==> config.mk <==
export PLATFORM = sky130hd
export DESIGN_NAME = keypad_entry
export DESIGN_NICKNAME = d
export VERILOG_FILES = /design/src/rtl/keypad_entry.sv
export SDC_FILE = /design/constraint.sdc
export NUM_CORES = 1
export LEC_CHECK = 0
export ABC_AREA = 1
export ABC_CLOCK_PERIOD_IN_PS = 10900
export CAP_MARGIN = 25
export CORE_MARGIN = 10
export CORE_UTILIZATION = 47
export CTS_BUF_LIST = sky130_fd_sc_hd__clkbuf_8
export CTS_CLUSTER_DIAMETER = 120
export CTS_CLUSTER_SIZE = 30
export DETAILED_ROUTE_END_ITERATION = 8
export GPL_TIMING_DRIVEN = 0
export PLACE_DENSITY = 0.66
export SYNTH_ARGS = -nofsm -noshare
export SYNTH_HDL_FRONTEND = slang
export SYNTH_SLANG_ARGS = --single-unit
==> constraint.sdc <==
create_clock -name clock -period 10.9 [get_ports clock]
set_input_delay 2.18 -clock clock [delete_from_list [all_inputs] [get_ports clock]]
set_output_delay 2.18 -clock clock [all_outputs]
set_load 0.01 [all_outputs]
==> src/rtl/keypad_entry.sv <==
// 4x4 hex keypad scanner: one-cold active-low row drive, synchronized column sense,
// full-scan debounce FSM, and a 16-bit nibble shift register of accepted key codes.
module keypad_entry #(
  parameter int unsigned SCAN_DIV = 10000,
  parameter int unsigned DEBOUNCE = 4
) (
  input  logic        clock,
  input  logic        reset,
  output logic [3:0]  row,
  input  logic [3:0]  col,
  output logic [15:0] number,
  output logic [3:0]  key_code,
  output logic        key_valid
);

  localparam int unsigned     DIV_W    = (SCAN_DIV > 2) ? $clog2(SCAN_DIV) : 1;
  localparam logic [DIV_W-1:0] DIV_LAST = DIV_W'(SCAN_DIV - 1);
  localparam logic [3:0]       DEB      = 4'(DEBOUNCE);

  typedef enum logic [1:0] {
    IDLE,
    PRESS,
    HELD,
    RELEASE
  } state_t;

  logic [3:0]       col_s1_q, col_s1_d;
  logic [3:0]       col_s2_q, col_s2_d;
  logic [DIV_W-1:0] div_q, div_d;
  logic [3:0]       row_q, row_d;
  logic [3:0][3:0]  samp_q, samp_d;
  state_t           state_q, state_d;
  logic [3:0]       cnt_q, cnt_d;
  logic [3:0]       cand_q, cand_d;
  logic             accept_q, accept_d;
  logic [15:0]      number_q, number_d;
  logic [3:0]       key_code_q, key_code_d;
  logic             key_valid_q, key_valid_d;

  logic        scan_edge;
  logic        eval;
  logic [1:0]  row_idx;
  logic [15:0] scan_low;
  logic [4:0]  low_cnt;
  logic [3:0]  low_idx;
  logic        is_none;
  logic        is_single;
  logic        cand_match;
  logic [3:0]  cnt_inc;

  always_comb begin
    col_s1_d  = col;
    col_s2_d  = col_s1_q;

    scan_edge = (div_q == DIV_LAST);
    div_d     = scan_edge ? '0 : div_q + DIV_W'(1);
    row_d     = scan_edge ? {row_q[2:0], row_q[3]} : row_q;

    unique case (row_q)
      4'b1110: row_idx = 2'd0;
      4'b1101: row_idx = 2'd1;
      4'b1011: row_idx = 2'd2;
      default: row_idx = 2'd3;
    endcase

    samp_d = samp_q;
    if (scan_edge) begin
      samp_d[row_idx] = col_s2_q;
    end
    eval = scan_edge && (row_idx == 2'd3);

    // Row 3 is classified from the value being latched on this very edge.
    scan_low = ~{col_s2_q, samp_q[2], samp_q[1], samp_q[0]};
    low_cnt  = '0;
    low_idx  = '0;
    for (int unsigned i = 0; i < 16; i++) begin
      if (scan_low[i]) begin
        low_cnt = low_cnt + 5'd1;
        low_idx = 4'(i);
      end
    end
    is_none    = (low_cnt == 5'd0);
    is_single  = (low_cnt == 5'd1);
    cand_match = is_single && (low_idx == cand_q);
    cnt_inc    = cnt_q + 4'd1;

    state_d  = state_q;
    cnt_d    = cnt_q;
    cand_d   = cand_q;
    accept_d = 1'b0;

    if (eval) begin
      unique case (state_q)
        IDLE: begin
          if (is_single) begin
            cand_d = low_idx;
            if (DEB == 4'd1) begin
              accept_d = 1'b1;
              state_d  = HELD;
              cnt_d    = '0;
            end else begin
              state_d  = PRESS;
              cnt_d    = 4'd1;
            end
          end
        end
        PRESS: begin
          if (cand_match) begin
            if (cnt_inc == DEB) begin
              accept_d = 1'b1;
              state_d  = HELD;
              cnt_d    = '0;
            end else begin
              cnt_d    = cnt_inc;
            end
          end else begin
            state_d = IDLE;
            cnt_d   = '0;
          end
        end
        HELD: begin
          if (is_none) begin
            if (DEB == 4'd1) begin
              state_d = IDLE;
              cnt_d   = '0;
            end else begin
              state_d = RELEASE;
              cnt_d   = 4'd1;
            end
          end
        end
        RELEASE: begin
          if (is_none) begin
            if (cnt_inc == DEB) begin
              state_d = IDLE;
              cnt_d   = '0;
            end else begin
              cnt_d   = cnt_inc;
            end
          end else begin
            state_d = HELD;
            cnt_d   = '0;
          end
        end
        default: begin
          state_d = IDLE;
          cnt_d   = '0;
        end
      endcase
    end

    // Outputs follow one edge after the accepting evaluation.
    number_d    = accept_q ? {number_q[11:0], cand_q} : number_q;
    key_code_d  = accept_q ? cand_q : key_code_q;
    key_valid_d = accept_q;
  end

  always_ff @(posedge clock) begin
    if (reset) begin
      col_s1_q    <= 4'b1111;
      col_s2_q    <= 4'b1111;
      div_q       <= '0;
      row_q       <= 4'b1110;
      samp_q      <= '1;
      state_q     <= IDLE;
      cnt_q       <= '0;
      cand_q      <= '0;
      accept_q    <= 1'b0;
      number_q    <= '0;
      key_code_q  <= '0;
      key_valid_q <= 1'b0;
    end else begin
      col_s1_q    <= col_s1_d;
      col_s2_q    <= col_s2_d;
      div_q       <= div_d;
      row_q       <= row_d;
      samp_q      <= samp_d;
      state_q     <= state_d;
      cnt_q       <= cnt_d;
      cand_q      <= cand_d;
      accept_q    <= accept_d;
      number_q    <= number_d;
      key_code_q  <= key_code_d;
      key_valid_q <= key_valid_d;
    end
  end

  assign row       = row_q;
  assign number    = number_q;
  assign key_code  = key_code_q;
  assign key_valid = key_valid_q;

endmodule

**Word level (Yosys, flattened, before mapping)**

Cells that the tools add are included.

- Register bits: 74
- Input bits: 6
- Output and inout port bits: 25
- Word-level logic and storage cells: 112

- Add/sub/neg operators: 17
- Order comparisons: 2
- Equal/unequal tests: 15
- Multiplexer cells: 49
- Bitwise logic cells: 4
- Reduce and logical (&&, ||, !) cells: 10

Operators with widths:

| cell | number |
|---|---|
| 2-to-1 mux 4 bit | 20 |
| adder 5 x 1 -> 5 bit (second input constant) | 15 |
| 2-to-1 mux 5 bit | 15 |
| bitwise mux 16 bit | 1 |
| inverter 16 bit | 1 |
| one-hot mux 4 bit (4 select lines) | 1 |
| adder 14 x 1 -> 14 bit (second input constant) | 1 |
| == test 14 bit (second input constant) | 1 |
| == test 4 bit (second input constant) | 3 |
| 2-to-1 mux 2 bit | 6 |
| demux 4 bit (select 2 bit) | 1 |
| one-hot mux 2 bit (4 select lines) | 1 |
| == test 2 bit (second input constant) | 3 |
| != test 3 bit (second input constant) | 2 |
| one-hot mux 2 bit (3 select lines) | 1 |
| AND reduction 3 bit | 2 |
| == test 5 x 1 -> 1 bit (second input constant) | 1 |
| zero test 5 bit | 1 |
| AND reduction 5 bit | 1 |
| adder 4 x 1 -> 4 bit (second input constant) | 1 |
| == test 4 x 3 -> 1 bit (second input constant) | 1 |
| == test 4 bit | 1 |
| != test 2 bit (second input constant) | 2 |
| OR reduction 4 bit | 1 |
| other kinds (8) | 14 |

**Logic depth before layout (Yosys ltp)**

Gate-level depths: netlist of the first run.

- Depth in word-level cells: 36
- Gate-level depth with buffers: 62
- Depth with buffers taken out: 62

**Least setup slack after synthesis of the first run**

No wires, ideal clock.

- Path type: reg2reg
- From: register samp_q[1] (netlist name)
- To: register state_q[1]
- Setup time: 131 ps
- Arrival: 8728 ps
- Data required time: 10769 ps
- Slack: 2041 ps
- Stages on the path, launching flop included: 60
- Buffers on the path: 0
- Period minus slack after synthesis: 8859 ps
- Cell sequence: dfxtp_1 inv_1 ha_1 inv_1 nand2_2 nand2_1 ha_1 nand2_1 nand2_2 ha_1 nand2_1 nand2_1 ha_1 nand2_1 nand2_2 ha_1 nand2_1 nand2_1 [... 24 more ...] or2_2 nand2_1 inv_1 ha_1 or2_2 nand2_1 inv_1 ha_1 nand2_1 o21ai_0 nor2_1 nand3_2 o21ai_2 nand3_2 nor2_4 nand2_1 nand2_1 a21oi_1

- Word-level cells in the longest chain between the ends: 34
- Elaborated cells between the ends (all ways): 57
- Those cells by class: 14 x add/sub; 6 x eq/ne; 33 x mux; 1 x bitwise; 3 x reduce/logical

Ends and longest elaborated chain:

| element | RTL line | RTL |
|---|---|---|
| from (decl) | 31 | `logic [3:0][3:0] samp_q, samp_d;` |
| from (signal assigned) | 177 | `samp_q <= samp_d;` |
| inverter 16 bit * | 73 | `scan_low = ~{col_s2_q, samp_q[2], samp_q[1], samp_q[0]};` |
| 2-to-1 mux 5 bit | 77 | `if (scan_low[i]) begin` |
| adder 5 x 1 -> 5 bit | 78 | `low_cnt = low_cnt + 5'd1;` |
| 2-to-1 mux 5 bit | 77 |  |
| adder 5 x 1 -> 5 bit | 78 |  |
| 2-to-1 mux 5 bit | 77 |  |
| adder 5 x 1 -> 5 bit | 78 |  |
| 2-to-1 mux 5 bit | 77 |  |
| [... 18 more ...] | -- |  |
| adder 5 x 1 -> 5 bit | 78 |  |
| 2-to-1 mux 5 bit | 77 |  |
| adder 5 x 1 -> 5 bit | 78 |  |
| 2-to-1 mux 5 bit | 77 |  |
| == test 5 x 1 -> 1 bit | 83 | `is_single = (low_cnt == 5'd1);` |
| logical AND 1 bit | 84 | `cand_match = is_single && (low_idx == cand_q);` |
| != test 3 bit (no source line) or 2-to-1 mux 2 bit (tied branches) | -- |  |
| AND reduction 5 bit (no source line) or one-hot mux 2 bit (4 select lines) (tied branches) | -- |  |
| to (signal assigned) | 178 | `state_q <= state_d;` |
| to (decl) | 32 | `state_t state_q, state_d;` |

Every way passes the cells marked *; elsewhere a longest branch is shown, timed or not.
A chain may end at the register's enable or synchronous reset.

**Worst setup path after layout of the first run**

Ends and elaborated chain as after synthesis.

==> impl_metrics.tcl, run 1 <==
set metrics [dict create \
    status "finished, final reports clean" \
    r2r-start "samp_q[1]" \
    max_stage_delay_ns 0.39 \
    netlist_instances 701 \
    yosysTopAreaCell "dfxtp_1" \
    fin_skew_ns 0.00795 \
    vias 4223 \
    ir_drop_mv 0.0897 \
    seqPwrFrac_pct 55.1 \
    crit_required_ns 11.11 \
    synth.avg_cell_area_um2 6.46 \
    viasPerCell 4.82 \
    synthToLayoutAreaGrowth_pct 13.8 \
    drt-initial-drc-count 217 \
    fin_tns_setup_ns 0 \
    powerDensity_nw_per_um2 86.3 \
    gp_congestion 0.812 \
    hold_violations 0 \
    cts_root_buffer "clkbuf_8" \
    critPathLaunchType "flip-flop" \
    h-tree-depth 3 \
    antenna_left 0 \
    ys_seq_area_share_pct 29.2 \
    critPathArrivalTime_ns 9.80 \
    netlist_area_um2 4530 \
    rows 35 \
    r2r_slack_ns 1.31 \
    setup_viol 0 \
    portBuffers 29 \
    ys_warn_count 0 \
    n_antenna_cell 0 \
    critPathTopFamily "simple AND/OR/NAND/NOR gates" \
    cp-end-kind "flip-flop" \
    cpMostUsedCell "nand2_1" \
    grt_use_total_pct 13.9 \
    synth_top_area_share_pct 29.2 \
    max_freq_mhz 104 \
    post-dp-hpwl_mm 7.63 \
    start_util_pct 48.6 \
    cts_tree "built" \
    stdcell_count 876 \
    io_pins 31 \
    layout_common_cells "nand2_1, inv_1, nor2_1, dfxtp_1, nand2_2" \
    power_frac_clock_pct 39.6 \
    dp.cells 859 \
    grt_overflow 0 \
    path_clk_slew_ns 0.08 \
    cts_setup_buffers 0 \
    synth_area_leaders "dfxtp_1, nand2_1, inv_1" \
    ys_ff_latch 66 \
    path_max_fanout 5 \
    post-place-ws_ns 1.33 \
    antenna_found_initial 0 \
    die_w_um 118 \
    min_period_ns 9.59 \
    grt_pass1_wl_mm 17.0 \
    intPower_uw 334 \
    reg2reg_depth 59 \
    post_drt_wl_per_cell_um 10.9 \
    drt-pass1-iter-count 4 \
    combinationalPowerShare_pct 5.3 \
    tightest_slew_ns 0.509 \
    crit_slowest_cell "dfxtp_1" \
    syn_nets 725 \
    grt_max_degree 13 \
    cts_buffers 9 \
    power_uw 445 \
    max_slew_margin_pct 66.0 \
    hp-class "reg2reg" \
    core_um2 9330 \
    min_from "col_s1_q[1]" \
    holdPathEnd "col_s2_q[1]" \
    net-switching-power_uw 112 \
    final_common_cell "nand2_1" \
    crit_type "reg2reg" \
    clockBufferDepth 2 \
    grt_setup_unrepaired "false" \
    fin_util_pct 55.3 \
    period_share_pct 88.0 \
    maxSlewViolCount 0 \
    leakage_uw 0.00281 \
    worstHoldPathCells 1 \
    clkSinkCount 66 \
    worstSkewPairLatency_ns 0.35 \
    nNetsFinal 766 \
    cts_hold_buf 0 \
    r2r_end "state_q[1]" \
    post-route-drc-count 0 \
    drive_above_1_share_pct 16.3 \
    max_cap_viol_count 0 \
    p_sw_share_pct 25.1 \
    die_h_um 118 \
    synth_cell_types 36 \
    die-area_um2 14000 \
    worst_slack_ns 1.31 \
    cts_resized 0 \
    path_buf_inv 9 \
    first_global_vias 3951 \
    routed_wl_mm 9.55 \
]
## layout make-up
class / instances / area (µm²)
fill: 953 / 4170
tap: 129 / 161
inverter: 115 / 432
timing repair buffer: 30 / 295
sequential: 66 / 1320
clock inverter: 7 / 46.3
buffer: 13 / 63.8
clock buffer: 9 / 124
multi-input combinational: 507 / 2710
## metrics by stage
stage          area (µm²)  hold slack, ns
2_1_floorplan        4530           0.389
4_1_cts              5150           0.413
5_1_grt              5160           0.421
6_report             5160           0.411
3_3_place_gp         4980           0.391
3_5_place_dp         4980           0.395
## power by group through the flow
stage	Combinational (µW)	Clock, µW	Sequential, µW
global route	27.1	193	245
global placement	22.9	0	251
detailed placement	23.7	0	251
CTS	23.8	181	245
finish	23.6	176	245
floorplan	17.6	0	250
## worst max-delay path by stage
| stage | from | end | cells past startpoint |
|---|---|---|---|
| finish | samp_q[1] | state_q[1] | 59 |
| global route | samp_q[1] | state_q[1] | 59 |
| CTS | samp_q[1] | state_q[1] | 59 |
| detailed placement | samp_q[1] | state_q[1] | 59 |
| global placement | samp_q[1] | state_q[1] | 59 |
| floorplan | samp_q[1] | state_q[1] | 59 |
## state kept, by name, summed over array words and instances (netlist names)
name       flops
cnt_q          4
samp_q        12
accept_q       1
div_q         14
key_valid      1
row            4
col_s1_q       4
number        16
state_q        2
cand_q         4
col_s2_q       4
## cell families after synthesis
| kind of cell | share of synthesized area (%) |
|---|---|
| AOI/OAI and AO/OA | 10.5 |
| xor gates and xnor gates | 1.35 |
| adders and majority gates | 4.97 |
| buffers and inverters | 10.9 |
| DFF | 29.2 |
| and+or+nand+nor | 43.0 |
## synthesized netlist by cell type
cell type,number
inv_1,107
o31ai_1,2
nand2_2,48
inv_2,6
nor4_1,7
xor2_1,4
xnor2_1,3
a31oi_1,1
nor2_2,1
nand3_1,38
nor2_1,87
nand2_4,1
nor3_1,7
o21ai_2,2
a21oi_2,1
clkbuf_1,9
buf_4,4
o21ai_0,29
o211ai_1,17
o2111ai_1,1
o21ai_1,3
o311ai_0,1
nand3_2,21
dfxtp_1,66
nand3b_1,7
nand2_1,158
ha_1,18
or2_2,19
clkinv_1,2
a21oi_1,19
nand4_1,5
nor2_4,1
o21a_1,1
a211oi_1,3
nand3b_2,1
nor3b_1,1
## layer usage
metal / GRT usage [%] / share of wire, % / vias to the layer above
li1: - / - / 2300
met1: 16.6 / 47 / 1864
met2: 22.5 / 45 / 49
met3: 5.05 / 6.9 / 10
met4: 5.10 / 1.3 / 0
met5: 0 / 0 / -
No activity file was read; power rests on OpenSTA's default activity.
==> run 2: changes to the inputs <==
- CORE_UTILIZATION: 47 -> 50
- PLACE_DENSITY: 0.66 -> 0.69
==> run 2 against run 1 <==
Final area up 0.58%; flip-flop and latch count unchanged; die area down 5.0%; cell count down 2.4%; via count up 0.81%; non-clock buffer count unchanged; utilization up 3.9 points; clock power up 31%; clock-buffer cell count up 1; largest power group unchanged; highest routed layer unchanged.
==> impl_metrics.tcl, run 2 (synthesis gave the netlist of run 1 again) <==
set metrics [dict create \
    core_um2 8760 \
    nNetsFinal 766 \
    die_h_um 115 \
    grt_setup_unrepaired "false" \
    intPower_uw 388 \
    worstSkewPairLatency_ns 0.33 \
    io_pins 31 \
    maxSlewViolCount 0 \
    gp_congestion 0.820 \
    cts_hold_buf 0 \
    grt_overflow 0 \
    drive_above_1_share_pct 16.3 \
    grt_use_total_pct 15.4 \
    setup_viol 0 \
    net-switching-power_uw 111 \
    post-place-ws_ns 1.30 \
    status "finished, final reports clean" \
    grt_max_degree 13 \
    cts_root_buffer "clkbuf_8" \
    drt-initial-drc-count 184 \
    cpMostUsedCell "nand2_1" \
    max_slew_margin_pct 65.0 \
    n_antenna_cell 0 \
    powerDensity_nw_per_um2 96.2 \
    fin_tns_setup_ns 0 \
    hold_violations 0 \
    portBuffers 29 \
    cts_resized 0 \
    fin_util_pct 59.2 \
    grt_pass1_wl_mm 17.5 \
    post-dp-hpwl_mm 7.65 \
    clockBufferDepth 2 \
    vias 4257 \
    start_util_pct 51.7 \
    worst_slack_ns 1.34 \
    layout_common_cells "nand2_1, inv_1, nor2_1, dfxtp_1, nand2_2" \
    synthToLayoutAreaGrowth_pct 14.5 \
    max_freq_mhz 105 \
    stdcell_count 855 \
    drt-pass1-iter-count 4 \
    combinationalPowerShare_pct 4.8 \
    h-tree-depth 3 \
    seqPwrFrac_pct 49.2 \
    routed_wl_mm 9.62 \
    cts_tree "built" \
    p_sw_share_pct 22.3 \
    path_max_fanout 5 \
    ir_drop_mv 0.0879 \
    dp.cells 838 \
    cp-end-kind "flip-flop" \
    crit_required_ns 11.11 \
    cts_setup_buffers 0 \
    first_global_vias 4187 \
    viasPerCell 4.98 \
    power_frac_clock_pct 46.0 \
    period_share_pct 87.7 \
    max_cap_viol_count 0 \
    path_clk_slew_ns 0.08 \
    die-area_um2 13300 \
    crit_type "reg2reg" \
    post_drt_wl_per_cell_um 11.3 \
    hp-class "reg2reg" \
    min_period_ns 9.56 \
    antenna_left 0 \
    tightest_slew_ns 0.526 \
    clkSinkCount 66 \
    fin_skew_ns 0.00857 \
    critPathLaunchType "flip-flop" \
    rows 34 \
    leakage_uw 0.00283 \
    cts_buffers 9 \
    power_uw 499 \
    post-route-drc-count 0 \
    final_common_cell "nand2_1" \
    max_stage_delay_ns 0.38 \
    die_w_um 115 \
    largest_reg_flops 16 \
    antenna_found_initial 0 \
    crit_slowest_cell "dfxtp_1" \
    critPathArrivalTime_ns 9.77 \
]
run 2: changes by cell type in the layout (fill, tap and decap cells not counted):
cell and delta:
bufinv_16 +2, clkinv_2 -2, clkbuf_8 +1, clkinv_4 -1
clkinvlp_4 -1, inv_6 +1
run 2: metal layers:
layer / wire length, µm / up-vias / track usage, %
li1: - / 2300 / -
met1: 4400 / 1867 / 17.2
met2: 4360 / 78 / 26.5
met3: 742 / 12 / 6.25
met4: 122 / 0 / 4.37
met5: 0 / - / 0
run 2: cell type report:
class                           instances  area, µm²
Inverter                              115        432
Clock buffer                           10        138
Buffer                                 13       63.8
Fill cell                             861       3580
Multi-Input combinational cell        507       2710
Sequential cell                        66       1320
Tap cell                              108        135
Clock inverter                          6       88.8
Timing Repair Buffer                   30        295
run 2: critical path: cells and delay by family, from the launching register on:
kind                     cells  cell delay [ns]
adder cells (fa/ha/maj)     14             3.80
buffers and inverters        9             0.52
AND/OR/NAND/NOR             32             4.27
AO/OA/AOI/OAI                4             0.44
flip-flops                   1             0.38
run 2: power by group through the flow:
stage	registers [µW]	logic [µW]	clock network, µW
3_3_place_gp	251	22.9	0
2_1_floorplan	250	17.6	0
5_1_grt	246	27.5	246
6_report	245	24.0	230
3_5_place_dp	251	24.0	0
4_1_cts	245	24.1	234
run 2: path summary, 6_finish.rpt:
path                                   from  slack (ns)           to  cells after the start
worst max-delay path              samp_q[1]        1.34   state_q[1]                     59
worst min register to register  col_s1_q[3]        0.41  col_s2_q[3]                      1
worst min-delay path            col_s1_q[3]        0.41  col_s2_q[3]                      1
worst max register to register    samp_q[1]        1.34   state_q[1]                     59
run 2: metrics by stage:
stage / cell area (µm²) / hold slack, ns
after floorplan: 4530 / 0.389
after global placement: 4960 / 0.391
after detailed placement: 4960 / 0.395
after CTS: 5180 / 0.412
after global routing: 5190 / 0.430
final: 5190 / 0.411
